**config.mk**
```make
export PLATFORM = sky130hd
export DESIGN_NAME = univ_shift_reg
export DESIGN_NICKNAME = d
export VERILOG_FILES = /design/src/rtl/univ_shift_reg.sv
export SDC_FILE = /design/constraint.sdc
export NUM_CORES = 1
export LEC_CHECK = 0
export ABC_AREA = 1
export CAP_MARGIN = 20
export CORE_ASPECT_RATIO = 1.1
export CORE_MARGIN = 2
export CORE_UTILIZATION = 35
export DETAILED_ROUTE_END_ITERATION = 7
export PLACE_DENSITY_LB_ADDON = 0.15
export SLEW_MARGIN = 20
export SYNTH_ARGS = -nofsm -noshare
export SYNTH_HDL_FRONTEND = slang
export SYNTH_SLANG_ARGS = --single-unit
```
**constraint.sdc**
```tcl
create_clock -name clk -period 1.1 [get_ports clk]
set_input_delay 0.11 -clock clk [delete_from_list [all_inputs] [get_ports clk]]
set_output_delay 0.11 -clock clk [all_outputs]
set_load 0.01 [all_outputs]
```
**src/rtl/univ_shift_reg.sv**
```systemverilog
// univ_shift_reg: WIDTH-bit universal register with hold/load/shift/rotate/ASR/clear
// and a saturating shift counter.
// Ports: clk, reset_n (async, active-low), en, mode[2:0], d_par, ser_in_l, ser_in_r,
//        q, ser_out_l, ser_out_r, shift_cnt[CW-1:0], full;
//        q_par is present only when USRG_PARITY_EN is defined.
module univ_shift_reg #(
    parameter int               WIDTH     = 8,
    parameter logic [WIDTH-1:0] RESET_VAL = {WIDTH{1'b0}},
    parameter int               CW        = $clog2(WIDTH + 1)
) (
    input  logic             clk,
    input  logic             reset_n,
    input  logic             en,
    input  logic [2:0]       mode,
    input  logic [WIDTH-1:0] d_par,
    input  logic             ser_in_l,
    input  logic             ser_in_r,
    output logic [WIDTH-1:0] q,
    output logic             ser_out_l,
    output logic             ser_out_r,
    output logic [CW-1:0]    shift_cnt,
    output logic             full
`ifdef USRG_PARITY_EN
    ,
    output logic             q_par
`endif
);

    localparam logic [2:0] M_HOLD = 3'b000;
    localparam logic [2:0] M_LOAD = 3'b001;
    localparam logic [2:0] M_SHR  = 3'b010;
    localparam logic [2:0] M_SHL  = 3'b011;
    localparam logic [2:0] M_ROR  = 3'b100;
    localparam logic [2:0] M_ROL  = 3'b101;
    localparam logic [2:0] M_ASR  = 3'b110;
    localparam logic [2:0] M_CLR  = 3'b111;

    localparam logic [CW-1:0] CNT_MAX = CW'(WIDTH);

    logic [WIDTH-1:0] q_nxt;
    logic [CW-1:0]    cnt_nxt;
    logic [CW-1:0]    cnt_inc;

    assign ser_out_l = q[WIDTH-1];
    assign ser_out_r = q[0];

    // Counter saturates at WIDTH so "full" stays meaningful after extra shifts.
    assign cnt_inc = (shift_cnt == CNT_MAX) ? shift_cnt : shift_cnt + CW'(1);

    always_comb begin
        q_nxt   = q;
        cnt_nxt = shift_cnt;
        if (en) begin
            unique case (mode)
                M_HOLD: begin
                    q_nxt   = q;
                    cnt_nxt = shift_cnt;
                end
                M_LOAD: begin
                    q_nxt   = d_par;
                    cnt_nxt = '0;
                end
                M_SHR: begin
                    q_nxt   = {ser_in_l, q[WIDTH-1:1]};
                    cnt_nxt = cnt_inc;
                end
                M_SHL: begin
                    q_nxt   = {q[WIDTH-2:0], ser_in_r};
                    cnt_nxt = cnt_inc;
                end
                M_ROR: begin
                    q_nxt   = {q[0], q[WIDTH-1:1]};
                    cnt_nxt = cnt_inc;
                end
                M_ROL: begin
                    q_nxt   = {q[WIDTH-2:0], q[WIDTH-1]};
                    cnt_nxt = cnt_inc;
                end
                M_ASR: begin
                    q_nxt   = {q[WIDTH-1], q[WIDTH-1:1]};
                    cnt_nxt = cnt_inc;
                end
                M_CLR: begin
                    q_nxt   = RESET_VAL;
                    cnt_nxt = '0;
                end
                default: begin
                    q_nxt   = q;
                    cnt_nxt = shift_cnt;
                end
            endcase
        end
    end

    // full is derived from the next count so it rises on the edge the count saturates.
    always_ff @(posedge clk or negedge reset_n) begin
        if (!reset_n) begin
            q         <= RESET_VAL;
            shift_cnt <= '0;
            full      <= 1'b0;
        end else begin
            q         <= q_nxt;
            shift_cnt <= cnt_nxt;
            full      <= (cnt_nxt == CNT_MAX);
        end
    end

`ifdef USRG_PARITY_EN
    always_ff @(posedge clk or negedge reset_n) begin
        if (!reset_n) begin
            q_par <= ^RESET_VAL;
        end else begin
            q_par <= ^q_nxt;
        end
    end
`endif

endmodule

```
# After elaboration in Yosys (flattened, before gate mapping)
# Cells that the tools add are included.
dict set report classes {
  n_addsub 1
  n_eq_ne 9
  n_mux 4
  bitwise 2
  n_reduce_logical 5
}
# op n
set ops {}
lappend ops {{8-bit one-hot mux with 7 select lines} 1}
lappend ops {{3-bit == test (second input constant)} 4}
lappend ops {{4-bit one-hot mux with 3 select lines} 1}
lappend ops {{4-bit == test (second input constant)} 2}
lappend ops {{4-bit 2-to-1 mux} 2}
lappend ops {{3-bit by 2-bit == test with 1-bit output (second input constant)} 2}
lappend ops {{5-bit OR reduction} 1}
lappend ops {{4-bit by 1-bit adder with 4-bit output (second input constant)} 1}
lappend ops {{3-bit by 1-bit == test with 1-bit output (second input constant)} 1}
lappend ops {{3-bit zero test} 1}
lappend ops {{3-bit AND reduction} 1}
lappend ops {{1-bit NOT} 2}
lappend ops {{2-bit AND reduction} 1}
lappend ops {{2-bit OR reduction} 1}
dict set report totals {
  ff_bits 13
}

# Logic depth before layout (Yosys ltp)
dict set report logic_depth {
  ltp_word 5
  mapped_depth 8
}

# Worst setup path before layout
# OpenSTA, ideal clock, no wires.
dict set report synth_path {
  path_type {register to register}
  start {register shift_cnt[0]}
  end {register full}
  t_arrival_ps 1131
  required_ps 985
  slack_ps -146
  path_stages_with_launch 9
  period_less_slack_ps 1246
  cell_sequence {dfrtp_1 inv_1 ha_1 nand3_1 nand2_1 o21ai_2 nand2_1 nand2_1 nor2_1}
}
dict set report synth_via {
  elab_chain_cells 5
  word_cells_on_any_way 6
  classes_between {add/sub: 1; eq/ne: 2; mux: 3}
}
# element line_no
set synth_rtl {}
lappend synth_rtl {{start, declared} 21} ;# output logic [CW-1:0] shift_cnt,
lappend synth_rtl {{start signal, assigned} 103} ;# shift_cnt <= cnt_nxt;
lappend synth_rtl {{4-bit by 1-bit adder with 4-bit output or 4-bit == test (tied branches)} 48} ;# assign cnt_inc = (shift_cnt == CNT_MAX) ? shift_cnt : shift_cnt + CW'(1);
lappend synth_rtl {{4-bit 2-to-1 mux} 48}
lappend synth_rtl {{4-bit one-hot mux with 3 select lines} 54} ;# unique case (mode)
lappend synth_rtl {{4-bit 2-to-1 mux *} 53} ;# if (en) begin
lappend synth_rtl {{4-bit == test *} 104} ;# full <= (cnt_nxt == CNT_MAX);
lappend synth_rtl {{end signal, assigned} 104}
lappend synth_rtl {{end, declared} 22} ;# output logic full
# Every way passes the cells marked *; elsewhere a longest branch is shown, timed or not.
# A chain may end at the register's enable or synchronous reset.

# Worst setup path after layout
dict set report layout_path {
  start {register shift_cnt[0]}
  end {register full}
}
dict set report layout_via {
  elab_chain_cells 5
  word_cells_on_any_way 6
  classes_between {add/sub: 1; eq/ne: 2; mux: 3}
}
# element line_no
set layout_rtl {}
lappend layout_rtl {{4-bit by 1-bit adder with 4-bit output or 4-bit == test (tied branches)} 48}
lappend layout_rtl {{4-bit 2-to-1 mux *} 48}
lappend layout_rtl {{4-bit one-hot mux with 3 select lines *} 54}
lappend layout_rtl {{4-bit 2-to-1 mux *} 53}
lappend layout_rtl {{net cnt_nxt[3]} 41} ;# logic [CW-1:0] cnt_nxt;
lappend layout_rtl {{4-bit == test *} 104}
# Mark *: on every way through the listed nets, which the timed path passes. The rest lies on a longest branch.

==> metrics list <==
- The number of antenna violations at the first check in global routing came to 0.
* Fraction of post-synthesis cell area in the top cell type by area: 38.0%
- The completed layout was analyzed and its total power is 0.00207 W.
* Sum of overflow across all layers after global routing: 0
- Wire length per cell after detailed routing: 12.2 um
- Ordered list of cells on the worst path: buf_4 > buf_4 > nand3_2 > nand2_1 > nand2_1 > nand2_1 > nand2_2 > nand2_1 > nor2_2
- sky130_fd_sc_hd__dfrtp_1 takes more of the synthesized area than any other cell.
- Final std cells w/o fill: 211
- The floorplan step defined a die boundary enclosing 2860 um2.
* Num CTS Buffers: 3
- The final reports fail on negative setup slack.
* Die outline width: 51.2 um
* Post-Place Cell Area: ~1400 um2
* Top-count cell post-synth: sky130_fd_sc_hd__nand2_1
* Post-synth net total: 139
- The floorplan has 18 rows.
- The worst pin sits at a relative slew slack of between 70% and 80%.
- Among the stages of the critical path, the cell type that occurs most often is sky130_fd_sc_hd__nand2_1.
- Clock sinks: 13
- Setup violations remaining at the end of the flow were counted as 4.
- Depth of the most critical reg-to-reg path: 9
* Maximum vdd ir drop: approximately 0.00096 V
- Clock-pin slew was measured on the worst setup and hold paths at 0.08 ns.
- Data on the critical path is required at its endpoint by 1.31 ns.
- First-pass GRT wire length: 4040 um
- Of all flip-flops after synthesis, the portion carrying an async set or reset was 100%.
- For this run, the total global-route usage over all layers was measured as 18.6%.
- Max-cap violations: 0
* Unrepaired setup endpoints after global routing: true
- 31 I/O pins were placed.
- Counting I/O delays and the setup requirement, the final critical path takes around 1.2 ns.
- Antenna-violating nets left: 0
- Slowest stage cell, crit path: sky130_fd_sc_hd__dfrtp_2
- In the final layout, the share of cells above drive strength 1 is between 30 and 40%.
- Final worst slack: -0.149 ns
- In this run, synthesis produced a sequential element count of 13.
- Entering global routing, the biggest net connects 14 pins.
* Critical path type: reg2reg
* Number of nets at the end of the flow: 200
* Initial Utilization: between 30% and 40%
* Post-synthesis instance total: 121
- Maximum fanout encountered on the critical timing path: 3
* Leakage dissipation: approximately 0.8 nW
* Count of synthesis-stage warnings from yosys: 0
- The tree is rooted in a sky130_fd_sc_hd__clkbuf_4.
* Type of the most critical hold path: in2async
- Worst slack after detailed placement: -0.408 ns
* Global placement routability congestion: 0.833
- The first TritonRoute pass finished after 4 iterations.
- Commonest cells in the synthesized netlist: sky130_fd_sc_hd__nand2_1, sky130_fd_sc_hd__dfrtp_1, sky130_fd_sc_hd__nand3_1
- Largest cells by area after synthesis: sky130_fd_sc_hd__dfrtp_1, sky130_fd_sc_hd__nand2_1, sky130_fd_sc_hd__nand3_1
- Number of distinct library cell variants in the gate-level netlist after synthesis: 16
- Post-synth EDFFs: 0
* Top flip-flop cell by instance count after synthesis: sky130_fd_sc_hd__dfrtp_1
* Crit end category: flip-flop
- After detailed routing, the total wire length is 2580 um.
* Clk Latency, worst-skew pair: 0.28 ns
- Compared with the post-synthesis result, the final layout area differs by 73.3%.
* Mean instance size in the synthesized netlist: 7.08 um2
- Netlist area before placement: 857 um2
- Cells after DPL: 197
* Count of inserted antenna diode cells: 0
- Number of remaining DRC errors: 0
- The via count of the first global-routing pass is between 900 and 1000.
- The die is 55.9 um tall.
- Max Freq: 801 MHz
- At the worst endpoint, the arrival time is between 1 and 1.5 ns.
- Sequential share of the synthesized area: 38.0%
- Estimated wirelength of the detail-placed design: 1870 um
- For flop-to-flop paths, the worst setup slack is -0.15 ns.
* Worst hold slack: between 0.1 and 0.15 ns
- The final critical path takes up 114% of the cycle.
* Max Slew Vio Count: 0
- Crit path launch type: flip-flop
- In this run the number of H-tree levels came out at 1.
- Input and output buffers added on the ports amount to 30.
* Actual slew at the worst max-slew pin: 0.343 ns
- Buffer depth of the longest clock path: 2
- Clock skew: 0.00787 ns
- Final Hold Violating Endpoints: 0
- Dividing the detail-routed via count by the number of cells gives around 4.9.
* Status: finished, violations left
- Post-route standard cell area excluding fillers: 1490 um2
- In this run the power density over the cells is 1400 nW/um2.
- Starting DRC count in detailed routing: 26
* Clock tree from TritonCTS: built
- The final route contains 1038 vias.
* Area of the core: between 2000 and 2500 um2
- Max stage delay on crit path: roughly 0.42 ns
final cells by class:
cell class | count | area [um2]
fill | 202 | 790
multi-input combinational | 95 | 533
sequential | 13 | 328
timing repair buffer | 59 | 520
tap | 30 | 37.5
clock buffer | 4 | 26.3
inverter | 10 | 40.0
flip-flops by register name (all words and copies together) (netlist names):
name / flops
q: 8
shift_cnt: 4
full: 1
kinds of logic (layout without fill, tap and decap cells):
family                     after synthesis  in the layout  share of synthesized area [%]
and+or+nand+nor                         79             79                           40.7
adders and majority gates                2              2                           2.92
DFF                                     13             13                           38.0
AOI/OAI and AO/OA                       14             14                           11.4
buffers and inverters                   13             73                           7.01
final timing paths:
path / start / endpoint
worst max-delay path: shift_cnt[0] / full
worst min-delay path: reset_n / q[5]
worst max register to register: shift_cnt[0] / full
worst min register to register: q[5] / q[5]
max in group asynchronous: reset_n / shift_cnt[1]
min in group clk: mode[2] / shift_cnt[1]
layer usage:
layer  GRT usage [%]  share of wire [%]  routed length (um)  vias to the layer above
met4            10.0                2.0                  51                        0
met2            30.8                 49                1250                       30
met3            1.88                4.5                 115                        7
met5               0                  0                   0                        -
li1                -                  -                   -                      523
met1            23.1                 45                1160                      478
per-stage QoR:
stage	util [%]	setup TNS (ns)
6_report	65.3	-0.382
5_1_grt	65.3	-0.689
4_1_cts	62.7	-0.227
3_5_place_dp	59.4	-4.28
3_3_place_gp	59.4	-3.92
2_1_floorplan	-	0
worst max-delay path: cells and delay by family, from the launching register on:
family,cells,cell delay [ns]
simple gates,7,0.48
flops,1,0.42
buf+inv,2,0.28
cell usage in the layout (no fill, tap or decap), types with 3 or more instances in the layout:
| cell type | count |
|---|---|
| sky130_fd_sc_hd__inv_1 | 3 |
| sky130_fd_sc_hd__nand3_1 | 8 |
| sky130_fd_sc_hd__clkdlybuf4s50_1 | 12 |
| sky130_fd_sc_hd__inv_2 | 6 |
| sky130_fd_sc_hd__a21oi_1 | 6 |
| sky130_fd_sc_hd__clkbuf_4 | 3 |
| sky130_fd_sc_hd__nor2_1 | 4 |
| sky130_fd_sc_hd__nand2_1 | 46 |
| sky130_fd_sc_hd__dlygate4sd2_1 | 11 |
| sky130_fd_sc_hd__nand2_2 | 7 |
| sky130_fd_sc_hd__clkdlybuf4s15_1 | 3 |
| sky130_fd_sc_hd__nand4_1 | 8 |
| sky130_fd_sc_hd__dfrtp_1 | 11 |
| sky130_fd_sc_hd__o211ai_1 | 5 |
| sky130_fd_sc_hd__buf_4 | 26 |
report_power, final:
part / internal [W] / switching (W)
clock network: 0.000141 / 0.000159
logic: 0.000552 / 0.000556
registers: 0.000585 / 0.0000798
what timing repair did:
action | in CTS | in global routing
setup endpoints to repair | 25 | 18
setup buffers | 7 | 3
resized for setup | 29 | 14
endpoints found under the hold margin | 0 | 0
pin swaps | 5 | 7
hold buffers | 0 | 0
cloned | 0 | 0
(Power assumes the default switching activity.)
==> patch 1 (config.mk and constraints unchanged) <==
Change the parameter `WIDTH` from 8 to 16.
--- a/src/rtl/univ_shift_reg.sv
+++ b/src/rtl/univ_shift_reg.sv
@@ -4,7 +4,7 @@
 //        q, ser_out_l, ser_out_r, shift_cnt[CW-1:0], full;
 //        q_par is present only when USRG_PARITY_EN is defined.
 module univ_shift_reg #(
-    parameter int               WIDTH     = 8,
+    parameter int               WIDTH     = 16,
     parameter logic [WIDTH-1:0] RESET_VAL = {WIDTH{1'b0}},
     parameter int               CW        = $clog2(WIDTH + 1)
 ) (
Interface: changed (resized d_par, q and shift_cnt); port bits go from 31 to 48. The function was not compared with the original's and may differ.
==> patch 1 against the unedited design <==
The run still ends with negative setup slack left; synthesized cell count increased by 63%; area after synthesis increased by 66%; total power increased by 64%; worst hold slack improved by 74 ps; sequential share of layout area increased by 0.97 points; critical endpoint unchanged; sequential cell count increased by 9; design area increased by 62%; wire length increased by 63%; setup slack got worse by 77 ps; highest routed layer unchanged.
==> patch 1: results (changes against the unedited design) <==
* Unique masters post-synth at 26 (was 16)
* Synth top area cells: dfrtp_1, nand2_1, a21oi_1 (was dfrtp_1, nand2_1, nand3_1)
* Outcome: finished with violations (unchanged)
* Crit-path max FO at 4 (was 3)
* Final cell count without fillers at 344 (was 211)
* Global-route wire length before repair at 7130 µm (was 4040 µm)
* Fin Clk Skew at 1.52 ps (was 7.87 ps)
* Failing checks: negative setup slack (unchanged)
* Pleak at 1.23 nW (was 0.777 nW)
* Placed inst area at 2210 µm² (was 1350 µm²)
* Max-Slew Margin vs Limit at 80.9% (was 77.1%)
* Overall Global Routing Usage at 19.5% (was 18.6%)
* Synth Area in Compound Gates at 19.5% (was 11.4%)
* Syn_nets at 223 (was 139)
* Delay-heaviest family, CP: flip-flops (was simple AND/OR/NAND/NOR gates)
* Max VDD drop at 928 µV (was 956 µV)
* Syn avg cell area at 7.22 µm² (was 7.08 µm²)
* Final WS setup at -226 ps (was -149 ps)
* CP max stage delay at 450 ps (was 420 ps)
* Setup-failing EPs final at 6 (was 4)
* Share of power burned in registers at 33.0% (was 32.1%)
* Post-place setup slack at -470 ps (was -408 ps)
* Fraction of layout cells with a size suffix above 1 at 37.3% (was 34.3%)
* Clk_lat worst skew at 260 ps (was 280 ps)
* Largest net degree at the start of global routing at 23 (was 14)
* GP Congestion at 0.920 (was 0.833)
* Buffers on Ports at 47 (was 30)
* Seq pwr at 1.12 mW (was 665 µW)
* WL per Instance at 12.2 µm (about the same)
* Net Sw Power at 1.24 mW (was 795 µW)
[patch 1: per-layer routing]
metal  track usage, %  vias up  part of all wire (%)
li1                 -      830                     -
met1             25.8      743                    44
met2             33.1       40                    49
met3             2.70        4                   5.7
met4             5.44        0                  0.90
met5                0        -                     0
[patch 1: area by class of cell]
class / count / area share, %
timing repair buffer: 100 / 36.2
sequential: 22 / 23.0
clock buffer: 3 / 1.71
tap: 52 / 2.70
multi-input combinational: 147 / 33.2
inverter: 20 / 3.22
[patch 1: final timing paths]
kind / start / endpoint / slack, ps / cells past startpoint
max reg2reg: shift_cnt[0]$_DFF_PN0_ / full$_DFF_PN0_ / -230 / 10
min reg2reg: shift_cnt[1]$_DFF_PN0_ / shift_cnt[1]$_DFF_PN0_ / 590 / 2
min in group clk: mode[1] / q[15]$_DFFE_PN0P_ / 320 / 5
min: reset_n / q[2]$_DFFE_PN0P_ / 190 / 2
max in group asynchronous: reset_n / shift_cnt[3]$_DFF_PN0_ / 750 / 2
max: shift_cnt[0]$_DFF_PN0_ / full$_DFF_PN0_ / -230 / 10
[patch 1: cells by family (layout without fill, tap and decap cells)]
family	after synthesis	count (layout)
flip-flops	22	22
AND/OR/NAND/NOR	92	92
buffers and inverters	29	123
adder cells (fa/ha/maj)	2	2
AO/OA/AOI/OAI	52	53
[patch 1: per-stage QoR]
| stage | utilization, % | TNS, ps |
|---|---|---|
| floorplan | - | -368 |
| global placement | 56.1 | -8670 |
| detailed placement | 56.1 | -9070 |
| CTS | 59.1 | -702 |
| global route | 61.3 | -1400 |
| finish | 61.3 | -895 |
[patch 1: timing repair]
action                     CTS  global route
resized for setup           48            22
hold buffers                 0             0
cloned                       1             0
buffers inserted            10             5
pin swaps                    5             5
setup endpoints to repair   45            23
==> patch 2 (same settings) <==
Made on the original files. Register the output `shift_cnt` once more, cleared by the reset; this adds one clock of latency there. The other outputs are not delayed to match.
--- a/src/rtl/univ_shift_reg.sv
+++ b/src/rtl/univ_shift_reg.sv
@@ -37,6 +37,8 @@
 
     localparam logic [CW-1:0] CNT_MAX = CW'(WIDTH);
 
+    logic [CW-1:0] shift_cnt_s0;
+
     logic [WIDTH-1:0] q_nxt;
     logic [CW-1:0]    cnt_nxt;
     logic [CW-1:0]    cnt_inc;
@@ -45,16 +47,16 @@
     assign ser_out_r = q[0];
 
     // Counter saturates at WIDTH so "full" stays meaningful after extra shifts.
-    assign cnt_inc = (shift_cnt == CNT_MAX) ? shift_cnt : shift_cnt + CW'(1);
+    assign cnt_inc = (shift_cnt_s0 == CNT_MAX) ? shift_cnt_s0 : shift_cnt_s0 + CW'(1);
 
     always_comb begin
         q_nxt   = q;
-        cnt_nxt = shift_cnt;
+        cnt_nxt = shift_cnt_s0;
         if (en) begin
             unique case (mode)
                 M_HOLD: begin
                     q_nxt   = q;
-                    cnt_nxt = shift_cnt;
+                    cnt_nxt = shift_cnt_s0;
                 end
                 M_LOAD: begin
                     q_nxt   = d_par;
@@ -86,7 +88,7 @@
                 end
                 default: begin
                     q_nxt   = q;
-                    cnt_nxt = shift_cnt;
+                    cnt_nxt = shift_cnt_s0;
                 end
             endcase
         end
@@ -96,11 +98,11 @@
     always_ff @(posedge clk or negedge reset_n) begin
         if (!reset_n) begin
             q         <= RESET_VAL;
-            shift_cnt <= '0;
+            shift_cnt_s0 <= '0;
             full      <= 1'b0;
         end else begin
             q         <= q_nxt;
-            shift_cnt <= cnt_nxt;
+            shift_cnt_s0 <= cnt_nxt;
             full      <= (cnt_nxt == CNT_MAX);
         end
     end
@@ -115,5 +117,13 @@
     end
 `endif
 
+    always_ff @(posedge clk or negedge reset_n) begin
+        if (!reset_n) begin
+            shift_cnt <= '0;
+        end else begin
+            shift_cnt <= shift_cnt_s0;
+        end
+    end
+
 endmodule
 
Behaviour: not the same (Yosys sat finds a counterexample within 4 cycles, from zero or initial values and one cycle with reset_n low).
==> patch 2 against the unedited design <==
The flow still finishes with violations (negative setup slack); critical path depth fell by 2; sequential power up 33%; area after synthesis up 17%; sequential cell count rose by 4; sequential share of layout area up 5.5 points; synthesized cell count is 5.0% higher; die area grew 15%; utilization fell by 9.3 points; worst hold slack better by 36 ps; total power increased by 11%; wire length fell by 2.9%; design area is 3.7% higher; setup slack improved by 87 ps.
==> patch 2: results (changes against the unedited design) <==
* Outcome: finished with violations (unchanged)
* Failing checks: negative setup slack (unchanged)
* Synth top area cells: dfrtp_1, nand2_1, nand2_2 (was dfrtp_1, nand2_1, nand3_1)
* Initial DRC Count at 23 (was 26)
* CP max stage delay at 400 ps (was 420 ps)
* Fraction of layout cells with a size suffix above 1 at 32.0% (was 34.3%)
* Setup TNS at -61.7 ps (was -382 ps)
* Vias post-DR at 1000 (was 1038)
* Global-route wire length before repair at 4420 µm (was 4040 µm)
* R2R depth at 7 (was 9)
* Fin nets at 197 (was 200)
* Hold_ws at 157 ps (was 120 ps)
* Synth cell count leaders: nand2_1, dfrtp_1, nand2_2, nand3_1 (was nand2_1, dfrtp_1, nand3_1)
* GR Util met2 at 32.1% (was 30.8%)
* Min-Delay Path Class: in -> async (unchanged)
* Initial antenna violation count at 0 (unchanged)
* FF-to-FF Start: shift_cnt_s0[0]$_DFF_PN0_ (was shift_cnt[0]$_DFF_PN0_)
* Sw Share at 36.2% (was 38.4%)
* Max VDD drop at 1010 µV (was 956 µV)
* Ant. Diodes at 0 (unchanged)
* GP Congestion at 0.837 (was 0.833)
* Post-CTS setup buffers at 3 (was 7)
* Syn_nets at 145 (was 139)
* Reg clk slew, reported paths at 110 ps (was 80 ps)
* Tot Pwr at 2.29 mW (was 2.07 mW)
* Fin Clk Skew at 2.50 ps (was 7.87 ps)
* Worst setup EP type: flop (unchanged)
* Post_cts resized at 27 (was 29)
* Share of the yosys chip area belonging to registers at 42.5% (was 38.0%)
* Seq pwr at 887 µW (was 665 µW)
* Clock share of power at 14.9% (was 14.5%)
* Slew @ Worst Pin at 289 ps (was 343 ps)
* Reg-to-reg critical path endpoint: full$_DFF_PN0_ (unchanged)
* Grt met1 use at 21.6% (was 23.1%)
* Unique masters post-synth at 18 (was 16)
* Post-DP HPWL at 1920 µm (was 1870 µm)
* Largest net degree at the start of global routing at 18 (was 14)
* Clk_lat worst skew at 290 ps
* Met3 usage at 3.75% (was 1.88%)
* Mapped Cells at 127 (was 121)
* Slowest-stage cell, CP: dfrtp_1 (was dfrtp_2)
* Routed vias/inst at 4.74 (was 4.92)
* Pleak at 0.786 nW (was 0.777 nW)
* Top flop regs: q (8), shift_cnt (4), shift_cnt_s0 (4) (was q (8), shift_cnt (4), full (1))
* Placed inst area at 1460 µm² (was 1350 µm²)
* Post-place setup slack at -424 ps (was -408 ps)
* Final wirelength at 2500 µm (was 2580 µm)
* Overall Global Routing Usage at 18.0% (was 18.6%)
* CTS hold repair buffers at 0 (unchanged)
* Delay-heaviest family, CP: flip-flops (was simple AND/OR/NAND/NOR gates)
* Async SR Flop Fraction at 100% (unchanged)
* Number of synthesized flops with an enable pin at 0 (unchanged)
* Setup-failing EPs final at 1 (was 4)
* Final WS setup at -61.7 ps (was -149 ps)
## patch 2: changes by cell type in the layout (fill, tap and decap cells not counted), moves of 3 or more
| cell | before | now |
|---|---|---|
| nand2_1 | 46 | 41 |
| clkdlybuf4s15_1 | 3 | 9 |
| dlygate4sd2_1 | 11 | 8 |
| buf_4 | 26 | 19 |
| dfrtp_1 | 11 | 17 |
| nand2_2 | 7 | 12 |
## patch 2: per-layer routing
metal	vias to the layer above	part of all wire [%]
met3	2	4.6
met4	0	0.40
met5	-	0
met2	19	54
met1	465	41
li1	514	-
## patch 2: worst max path at each step
stage                         startpoint          endpoint  slack [ps]  depth (start not counted)
2_1_floorplan  shift_cnt_s0[1]$_DFF_PN0_    full$_DFF_PN0_          -7                          7
3_3_place_gp                     mode[1]  q[0]$_DFFE_PN0P_        -380                          7
3_5_place_dp                     mode[1]  q[0]$_DFFE_PN0P_        -420                          7
4_1_cts        shift_cnt_s0[0]$_DFF_PN0_    full$_DFF_PN0_         -60                          8
5_1_grt        shift_cnt_s0[0]$_DFF_PN0_    full$_DFF_PN0_        -120                          9
6_report       shift_cnt_s0[0]$_DFF_PN0_    full$_DFF_PN0_         -60                          7
## patch 2: logic make-up after synthesis
| logic type | Yosys count | synth area share [%] |
|---|---|---|
| buf+inv | 17 | 9.38 |
| fa+ha+maj | 2 | 2.50 |
| flops | 17 | 42.5 |
| compound gates | 15 | 9.62 |
| simple gates | 76 | 36.0 |
## patch 2: area by class of cell
| type | instances | area (µm²) |
|---|---|---|
| multi-input cells | 93 | 533 |
| flip-flops and latches | 17 | 425 |
| repair buffers | 51 | 457 |
| inverters | 13 | 56.3 |
| well taps | 33 | 41.3 |
| clock inverters | 1 | 5.00 |
| clock buffers | 3 | 22.5 |
| fillers | 271 | 1210 |
